==> config.mk <==
export PLATFORM = sky130hd
export DESIGN_NAME = pwm_deadtime_compare
export DESIGN_NICKNAME = d
export VERILOG_FILES = /design/src/rtl/pwm_pkg.sv /design/src/rtl/pwm_valley_detect.sv /design/src/rtl/pwm_deadtime_compare.sv
export SDC_FILE = /design/constraint.sdc
export NUM_CORES = 1
export LEC_CHECK = 0
export ABC_AREA = 1
export CORE_ASPECT_RATIO = 1.5
export CORE_MARGIN = 4
export CORE_UTILIZATION = 49
export CTS_CLUSTER_SIZE = 30
export DETAILED_ROUTE_END_ITERATION = 10
export PLACE_DENSITY = 0.73
export SLEW_MARGIN = 5
export SYNTH_ARGS = -nofsm -noshare
export SYNTH_HDL_FRONTEND = slang
export SYNTH_SLANG_ARGS = --single-unit
==> constraint.sdc <==
create_clock -name MClk -period 1.8 [get_ports MClk]
set_input_delay 0.36 -clock MClk [delete_from_list [all_inputs] [get_ports MClk]]
set_output_delay 0.36 -clock MClk [all_outputs]
set_load 0.1 [all_outputs]
==> src/rtl/pwm_pkg.sv <==
// Shared types and constants for the dead-time PWM comparator slice.
package pwm_pkg;

  // Gate-drive states: both-off, the two dead-time windows, and the two conducting states.
  typedef enum logic [2:0] {
    OFF,
    DT_TO_H,
    H_ON,
    DT_TO_L,
    L_ON
  } pwm_state_e;

  // Dead-time a board typically starts with, in MClk cycles.
  localparam int unsigned DEFAULT_DEAD_TIME = 3;

endpackage

==> src/rtl/pwm_valley_detect.sv <==
// Tracks the triangle carrier direction and flags the sample that turns it
// around at the bottom (valley) or the top (peak). Flat samples never turn it.
module pwm_valley_detect #(
  parameter int BIT_WIDTH = 16
) (
  input  logic                 MClk,
  input  logic                 RstN,
  input  logic [BIT_WIDTH-1:0] TWave,
  output logic                 Valley,
  output logic                 Peak
);

  logic [BIT_WIDTH-1:0] t_prev_q, t_prev_d;
  logic                 dir_down_q, dir_down_d;

  // Compare against the previous sample and flip direction on a turnaround.
  always_comb begin
    Valley     = dir_down_q && (TWave > t_prev_q);
    Peak       = !dir_down_q && (TWave < t_prev_q);
    t_prev_d   = TWave;
    dir_down_d = dir_down_q;
    if (Valley) begin
      dir_down_d = 1'b0;
    end else if (Peak) begin
      dir_down_d = 1'b1;
    end
  end

  // Previous sample and direction registers; reset assumes a rising carrier from 0.
  always_ff @(posedge MClk) begin
    if (!RstN) begin
      t_prev_q   <= '0;
      dir_down_q <= 1'b0;
    end else begin
      t_prev_q   <= t_prev_d;
      dir_down_q <= dir_down_d;
    end
  end

endmodule

==> src/rtl/pwm_deadtime_compare.sv <==
// Carrier/duty comparator driving a complementary gate pair with dead-time,
// valley-aligned double-buffered duty updates and a sticky fault shutdown.
module pwm_deadtime_compare
  import pwm_pkg::*;
#(
  parameter int BIT_WIDTH = 16,
  parameter int DT_WIDTH  = 8
) (
  input  logic                 MClk,
  input  logic                 RstN,
  input  logic                 En,
  input  logic [BIT_WIDTH-1:0] TWave,
  input  logic [BIT_WIDTH-1:0] DutyIn,
  input  logic                 DutyValid,
  input  logic [DT_WIDTH-1:0]  DeadTime,
  input  logic                 Fault,
  input  logic                 FaultClr,
  output logic                 PwmH,
  output logic                 PwmL,
  output logic                 PeriodStart,
  output logic                 DutyPending,
  output logic                 FaultLatched
);

  logic valley;
  // Peak is not needed here; the detector exports it for ADC trigger alignment.
  logic peak_unused;

  logic [BIT_WIDTH-1:0] shadow_q, shadow_d;
  logic [BIT_WIDTH-1:0] cmp_active_q, cmp_active_d;
  logic                 duty_pending_q, duty_pending_d;
  logic                 raw_q, raw_d;
  logic                 period_start_q, period_start_d;
  logic                 fault_latched_q, fault_latched_d;
  pwm_state_e           state_q, state_d;
  logic [DT_WIDTH-1:0]  dt_cnt_q, dt_cnt_d;
  logic                 pwm_h_q, pwm_h_d;
  logic                 pwm_l_q, pwm_l_d;

  pwm_valley_detect #(
    .BIT_WIDTH(BIT_WIDTH)
  ) u_valley (
    .MClk  (MClk),
    .RstN  (RstN),
    .TWave (TWave),
    .Valley(valley),
    .Peak  (peak_unused)
  );

  // Shadow/active duty transfer at valleys, raw compare and the fault latch.
  always_comb begin
    shadow_d        = shadow_q;
    cmp_active_d    = cmp_active_q;
    duty_pending_d  = duty_pending_q;
    if (valley && duty_pending_q) begin
      cmp_active_d   = shadow_q;
      duty_pending_d = 1'b0;
    end
    if (DutyValid) begin
      shadow_d       = DutyIn;
      duty_pending_d = 1'b1;
    end
    raw_d           = (TWave < cmp_active_q);
    period_start_d  = valley;
    fault_latched_d = fault_latched_q;
    if (Fault) begin
      fault_latched_d = 1'b1;
    end else if (FaultClr) begin
      fault_latched_d = 1'b0;
    end
  end

  // Dead-time sequencing; a raw edge that reverses mid-window returns to the side that was on.
  always_comb begin
    state_d  = state_q;
    dt_cnt_d = dt_cnt_q;
    if (Fault || !En) begin
      state_d = OFF;
    end else begin
      case (state_q)
        OFF: begin
          if (!fault_latched_q) begin
            state_d  = raw_q ? DT_TO_H : DT_TO_L;
            dt_cnt_d = DeadTime;
          end
        end
        DT_TO_H: begin
          if (!raw_q) begin
            state_d = L_ON;
          end else if (dt_cnt_q == '0) begin
            state_d = H_ON;
          end else begin
            dt_cnt_d = dt_cnt_q - DT_WIDTH'(1);
          end
        end
        H_ON: begin
          if (!raw_q) begin
            state_d  = DT_TO_L;
            dt_cnt_d = DeadTime;
          end
        end
        DT_TO_L: begin
          if (raw_q) begin
            state_d = H_ON;
          end else if (dt_cnt_q == '0) begin
            state_d = L_ON;
          end else begin
            dt_cnt_d = dt_cnt_q - DT_WIDTH'(1);
          end
        end
        L_ON: begin
          if (raw_q) begin
            state_d  = DT_TO_H;
            dt_cnt_d = DeadTime;
          end
        end
        default: state_d = OFF;
      endcase
    end
    pwm_h_d = (state_d == H_ON);
    pwm_l_d = (state_d == L_ON);
  end

  // All state registers, cleared together so a reset aborts any dead-time window.
  always_ff @(posedge MClk) begin
    if (!RstN) begin
      shadow_q        <= '0;
      cmp_active_q    <= '0;
      duty_pending_q  <= 1'b0;
      raw_q           <= 1'b0;
      period_start_q  <= 1'b0;
      fault_latched_q <= 1'b0;
      state_q         <= OFF;
      dt_cnt_q        <= '0;
      pwm_h_q         <= 1'b0;
      pwm_l_q         <= 1'b0;
    end else begin
      shadow_q        <= shadow_d;
      cmp_active_q    <= cmp_active_d;
      duty_pending_q  <= duty_pending_d;
      raw_q           <= raw_d;
      period_start_q  <= period_start_d;
      fault_latched_q <= fault_latched_d;
      state_q         <= state_d;
      dt_cnt_q        <= dt_cnt_d;
      pwm_h_q         <= pwm_h_d;
      pwm_l_q         <= pwm_l_d;
    end
  end

  assign PwmH         = pwm_h_q;
  assign PwmL         = pwm_l_q;
  assign PeriodStart  = period_start_q;
  assign DutyPending  = duty_pending_q;
  assign FaultLatched = fault_latched_q;

endmodule

; Word-level counts from Yosys, hierarchy flattened
; Cells that the tools add are included.
[word_totals]
ff_bits = 66
in_bits = 46
[op_classes]
add_sub_neg = 1
n_lt_le_gt_ge = 3
eq_ne = 11
n_mux = 21
n_bitwise = 2
reduce_logical = 13
[ops]
columns = op, count
row1 = 2-to-1 mux 8 bit, 6
row2 = case mux 8 bit (5 select lines), 1
row3 = < comparator 16 bit, 2
row4 = 2-to-1 mux 3 bit, 8
row5 = > comparator 16 bit, 1
row6 = case mux 3 bit (5 select lines), 1
row7 = inequality test 2 bit (second input constant), 5
row8 = equality test 3 x 2 -> 1 bit (second input constant), 3
row9 = logical NOT 8 bit, 1
row10 = subtractor 8 x 1 -> 8 bit (second input constant), 1
row11 = AND reduction 7 bit, 1
row12 = equality test 3 bit (second input constant), 2
row13 = nonzero test 5 bit, 1
row14 = 2-to-1 mux 1 bit, 4
row15 = nonzero test 2 bit, 2
row16 = equality test 3 x 1 -> 1 bit (second input constant), 1
row17 = logical AND 1 bit, 3
row18 = logical NOT 3 bit, 1
row19 = logical NOT 1 bit, 2
row20 = 2-to-1 mux 2 bit, 1
row21 = NOT 1 bit, 2
row22 = OR reduction 2 bit, 1
row23 = logical OR 1 bit, 1

; Longest topological paths before layout
[logic_depth]
depth_word = 6
ltp_mapped = 13
ltp_nobuf = 12

; Modules after synthesis
; From an unflattened synthesis, not the netlist that was laid out.
[unflattened]
cells_unflattened = 478
hier_area_um2 = 3359.5
[modules_own_cells]
columns = module, instances, cells_per_inst, area_each_um2, seq_area_each_um2
row1 = pwm_deadtime_compare, 1, 349, 2427.3, 980.9
row2 = pwm_valley_detect, 1, 129, 932.1, 340.3

; Worst setup path after synthesis
; OpenSTA, ideal clock, no wires.
[synth_timing]
path_type = register to register
start = register duty_pending_q, in the netlist DutyPending
end = register cmp_active_q[15]
arrival_time_ns = 1.805
setup_slack_ns = -0.115
path_stages_with_launch = 6
path_buffers = 2
synth_period_minus_slack_ns = 1.915
path_cell_list = dfxtp_1 > buf_1 > buf_1 > nand4_1 > nand2_1 > nor2_1
[synth_via]
elab_chain_len = 1
[synth_rtl]
columns = item, line_no
row1 = start: declaration, pwm_deadtime_compare.sv:31  ; logic duty_pending_q, duty_pending_d;
row2 = start signal: assignment, pwm_deadtime_compare.sv:140  ; duty_pending_q <= duty_pending_d;
row3 = logical AND 1 bit, pwm_deadtime_compare.sv:55  ; if (valley && duty_pending_q) begin
row4 = end signal: assignment, pwm_deadtime_compare.sv:139  ; cmp_active_q <= cmp_active_d;
row5 = end: declaration, pwm_deadtime_compare.sv:30  ; logic [BIT_WIDTH-1:0] cmp_active_q, cmp_active_d;
; Every way passes these cells.
; A chain may end at the register's enable or synchronous reset.

; Final worst setup path
[layout_timing]
start = register u_valley.t_prev_q[15]
end = register cmp_active_q[1]
[layout_via]
elab_chain_len = 3
[layout_rtl]
columns = item, line_no
row1 = start: declaration, pwm_valley_detect.sv:13  ; logic [BIT_WIDTH-1:0] t_prev_q, t_prev_d;
row2 = start signal: assignment, pwm_valley_detect.sv:35  ; t_prev_q <= t_prev_d;
row3 = > comparator 16 bit, pwm_valley_detect.sv:18  ; Valley = dir_down_q && (TWave > t_prev_q);
row4 = logical AND 1 bit, pwm_valley_detect.sv:18
row5 = logical AND 1 bit, pwm_deadtime_compare.sv:55
; Every way passes these cells.

==> results.txt <==
final setup violating endpoints: 0
Yosys cell types: 31
syn_area_per_cell: 7.05 µm²
placed wire-length estimate: 5.27 mm
final slew viol count: 0
CTS buffer count: 9
VDD IR-drop max: 531 µV
Slew headroom: 70.6%
vias in the first global route: 2983
ranking of synthesized cells by area: dfxtp_1, nand2_1, ha_1, inv_1, a21oi_1
port buffer count: 50
Int Power: 2.68 mW
antenna viol nets, final: 0
die extent in y: 111 µm
final period utilization: 97.3%
worst hold margin: 0.351 ns
post-synthesis net count: 570
Final min period: 1.75 ns
Root Driver: clkbuf_8
Comb power frac: 22.6%
gp weighted congestion: 0.778
WL/cell: 11.6 µm
DR iter-0 viols: 160
Worst Hold Class: primary input to register
Worst Tran Pin Value: 0.441 ns
top cell type by total area after synthesis: dfxtp_1
placed cell count: 629
Initial Utilization: 50.3%
htree depth: 3
total power: 3.72 mW
Max Cap Violations: 0
post-cts hold buffer count: 0
first-pass GRT wire length: 12.4 mm
Worst Setup Start Kind: register
status: complete, no violations
sequential area share after synthesis: 38.1%
Sw Ratio: 27.8%
# DRC: 0
mapped cell area: 3470 µm²
clock sink count: 66
Syn. warnings: 0
via count: 3163
Tot GR Track Use: 17.7%
setup_tns: 0 ns
hold depth: 4
via-per-instance ratio: 4.89
crit end category: register
clock skew: 0.00867 ns
die area: 8510 µm²
Final Instance Area: 4710 µm²
Data required, critical path: 2.04 ns
fmax: 571 MHz
Synth Area in XOR/XNOR: 0.253%
Final Hold Viols: 0
Flop pwr share: 42.9%
LEAKAGE: 2.25 nW
drt pass-1 iters: 4
Power Dens Cells: 790 nW/µm²
fraction of layout cells with a size suffix above 1: 15.5%
Post-Syn Instances: 492
Compound-Gate Fraction of Synth Area: 11.9%
deepest clock path buffer count: 2
Reg2Reg Depth: 12
fillers: 575
grt ovf: 0
initial antenna violation count: 0
Clk pwr share: 34.5%
critical path class: register to register
worst setup margin: 0.0491 ns
Worst EP arrival: 2.00 ns
post-synthesis adder-cell area fraction: 11.5%
die outline width: 76.7 µm
post-layout util: 68.2%
P_sw: 1.03 mW
clk slew on worst S/H paths: 0.07 ns
area grow syn2layout: 35.7%
Synth Area in Simple Gates: 24.6%
Ports: 51
core area: 6900 µm²
largest family of logic cells by synthesized area: simple AND/OR/NAND/NOR gates
worst slack, placed: -0.482 ns
Rows: 37
Worst-Skew Late Latency: 0.35 ns
final wirelength: 7.49 mm
area post-placement: 4260 µm²
RSZ-0062 raised after global routing: true
Cell Count, Final, Fillers Out: 647
CTS tree: yes
pin count of the biggest net entering global routing: 40
FF+latch count, synth: 66
post-synthesis mux area share: 0%
n_diodes: 0
Synth top area share: 38.1%
CP Max Fanout: 8
Total Nets Final: 643
[cells by family (layout without fill, tap and decap cells)]
group / count (synthesis) / after routing
and+or+nand+nor: 194 / 195
buffers and inverters: 122 / 198
DFF: 66 / 66
adders and majority gates: 32 / 32
AOI/OAI and AO/OA: 77 / 77
xor gates and xnor gates: 1 / 1
[metal layers]
metal  vias up  track usage (%)  wire length, µm
li1       1693                -                -
met1      1386             19.4             3180
met2        64             31.0             3760
met3        20             5.93              357
met4         0             6.89              191
met5         -                0                0
[flip-flops by register name, indices dropped and copies added (netlist names)]
register and flops:
PwmH 1, u_valley.t_prev_q 16, raw_q 1, dt_cnt_q 8, u_valley.dir_down_q 1, DutyPending 1
cmp_active_q 16, state_q 3, PeriodStart 1, PwmL 1, shadow_q 16, FaultLatched 1
[cells in the final DEF (no fill, tap or decap), drive strengths merged]
master	instances
buf	33
dlygate4sd2	8
xnor2	1
nand4	22
a21oi	42
bufinv	1
o211ai	2
a21boi	1
o31ai	1
nand3	12
clkdlybuf4s50	31
nand2	112
a211oi	1
o21ai	26
dfxtp	66
nand3b	2
clkinv	2
ha	32
nor2	43
dlymetal6s2s	5
o21a	1
inv	105
a21o	1
clkbuf	13
o21bai	2
nor3	4
[synthesized netlist by cell type, drive strengths merged]
| library cell | count |
|---|---|
| clkinv | 1 |
| o21ai | 26 |
| o21bai | 2 |
| nand2 | 112 |
| dfxtp | 66 |
| ha | 32 |
| nor2 | 43 |
| xnor2 | 1 |
| buf | 9 |
| a21o | 1 |
| a21boi | 1 |
| o31ai | 1 |
| clkbuf | 7 |
| nand3b | 2 |
| nand3 | 11 |
| nor3 | 4 |
| o211ai | 2 |
| o21a | 1 |
| a211oi | 1 |
| inv | 105 |
| a21oi | 42 |
| nand4 | 22 |
[critical path: stages, from the launching register on]
cell	delay (ns)
dfxtp_2	0.32
inv_2	0.04
ha_4	0.28
nand2_4	0.06
nor2_4	0.13
nand2_2	0.09
nor2_4	0.13
nand2_2	0.08
nand3_4	0.13
buf_6	0.15
nand4_1	0.10
nand2_1	0.10
nor2_1	0.04
[layout make-up]
cell class              instances  area (µm²)  area share, %
clock buffers                  13         169           3.59
clock inverters                 2        35.0          0.744
inverters                     106         398           8.46
multi-input cells             305        1870           39.7
flip-flops and latches         66        1330           28.2
well taps                      78        97.6           2.07
repair buffers                 77         808           17.2
[power by group through the flow]
stage          Sequential (mW)  Combinational [mW]  Clock [mW]
5_1_grt                   1.60               0.949        1.37
3_5_place_dp              1.62               0.748           0
6_report                  1.59               0.840        1.28
4_1_cts                   1.59               0.787        1.31
2_1_floorplan             1.65               0.428           0
3_3_place_gp              1.62               0.723           0
[path summary, 6_finish.rpt]
| check | from | to | slack, ns |
|---|---|---|---|
| hold / removal | TWave[4] | u_valley.t_prev_q[4] | 0.35 |
| setup reg to reg | u_valley.t_prev_q[15] | cmp_active_q[1] | 0.05 |
| setup / recovery | u_valley.t_prev_q[15] | cmp_active_q[1] | 0.05 |
| hold reg to reg | shadow_q[8] | shadow_q[8] | 0.46 |
[what timing repair did]
action | in CTS | in global routing
setup buffers | 1 | 1
pin swaps | 13 | 18
setup endpoints to repair | 17 | 19
hold endpoints to repair | 0 | 0
cloned | 1 | 0
resized for setup | 18 | 35
Power figures use the tool's default switching activity.
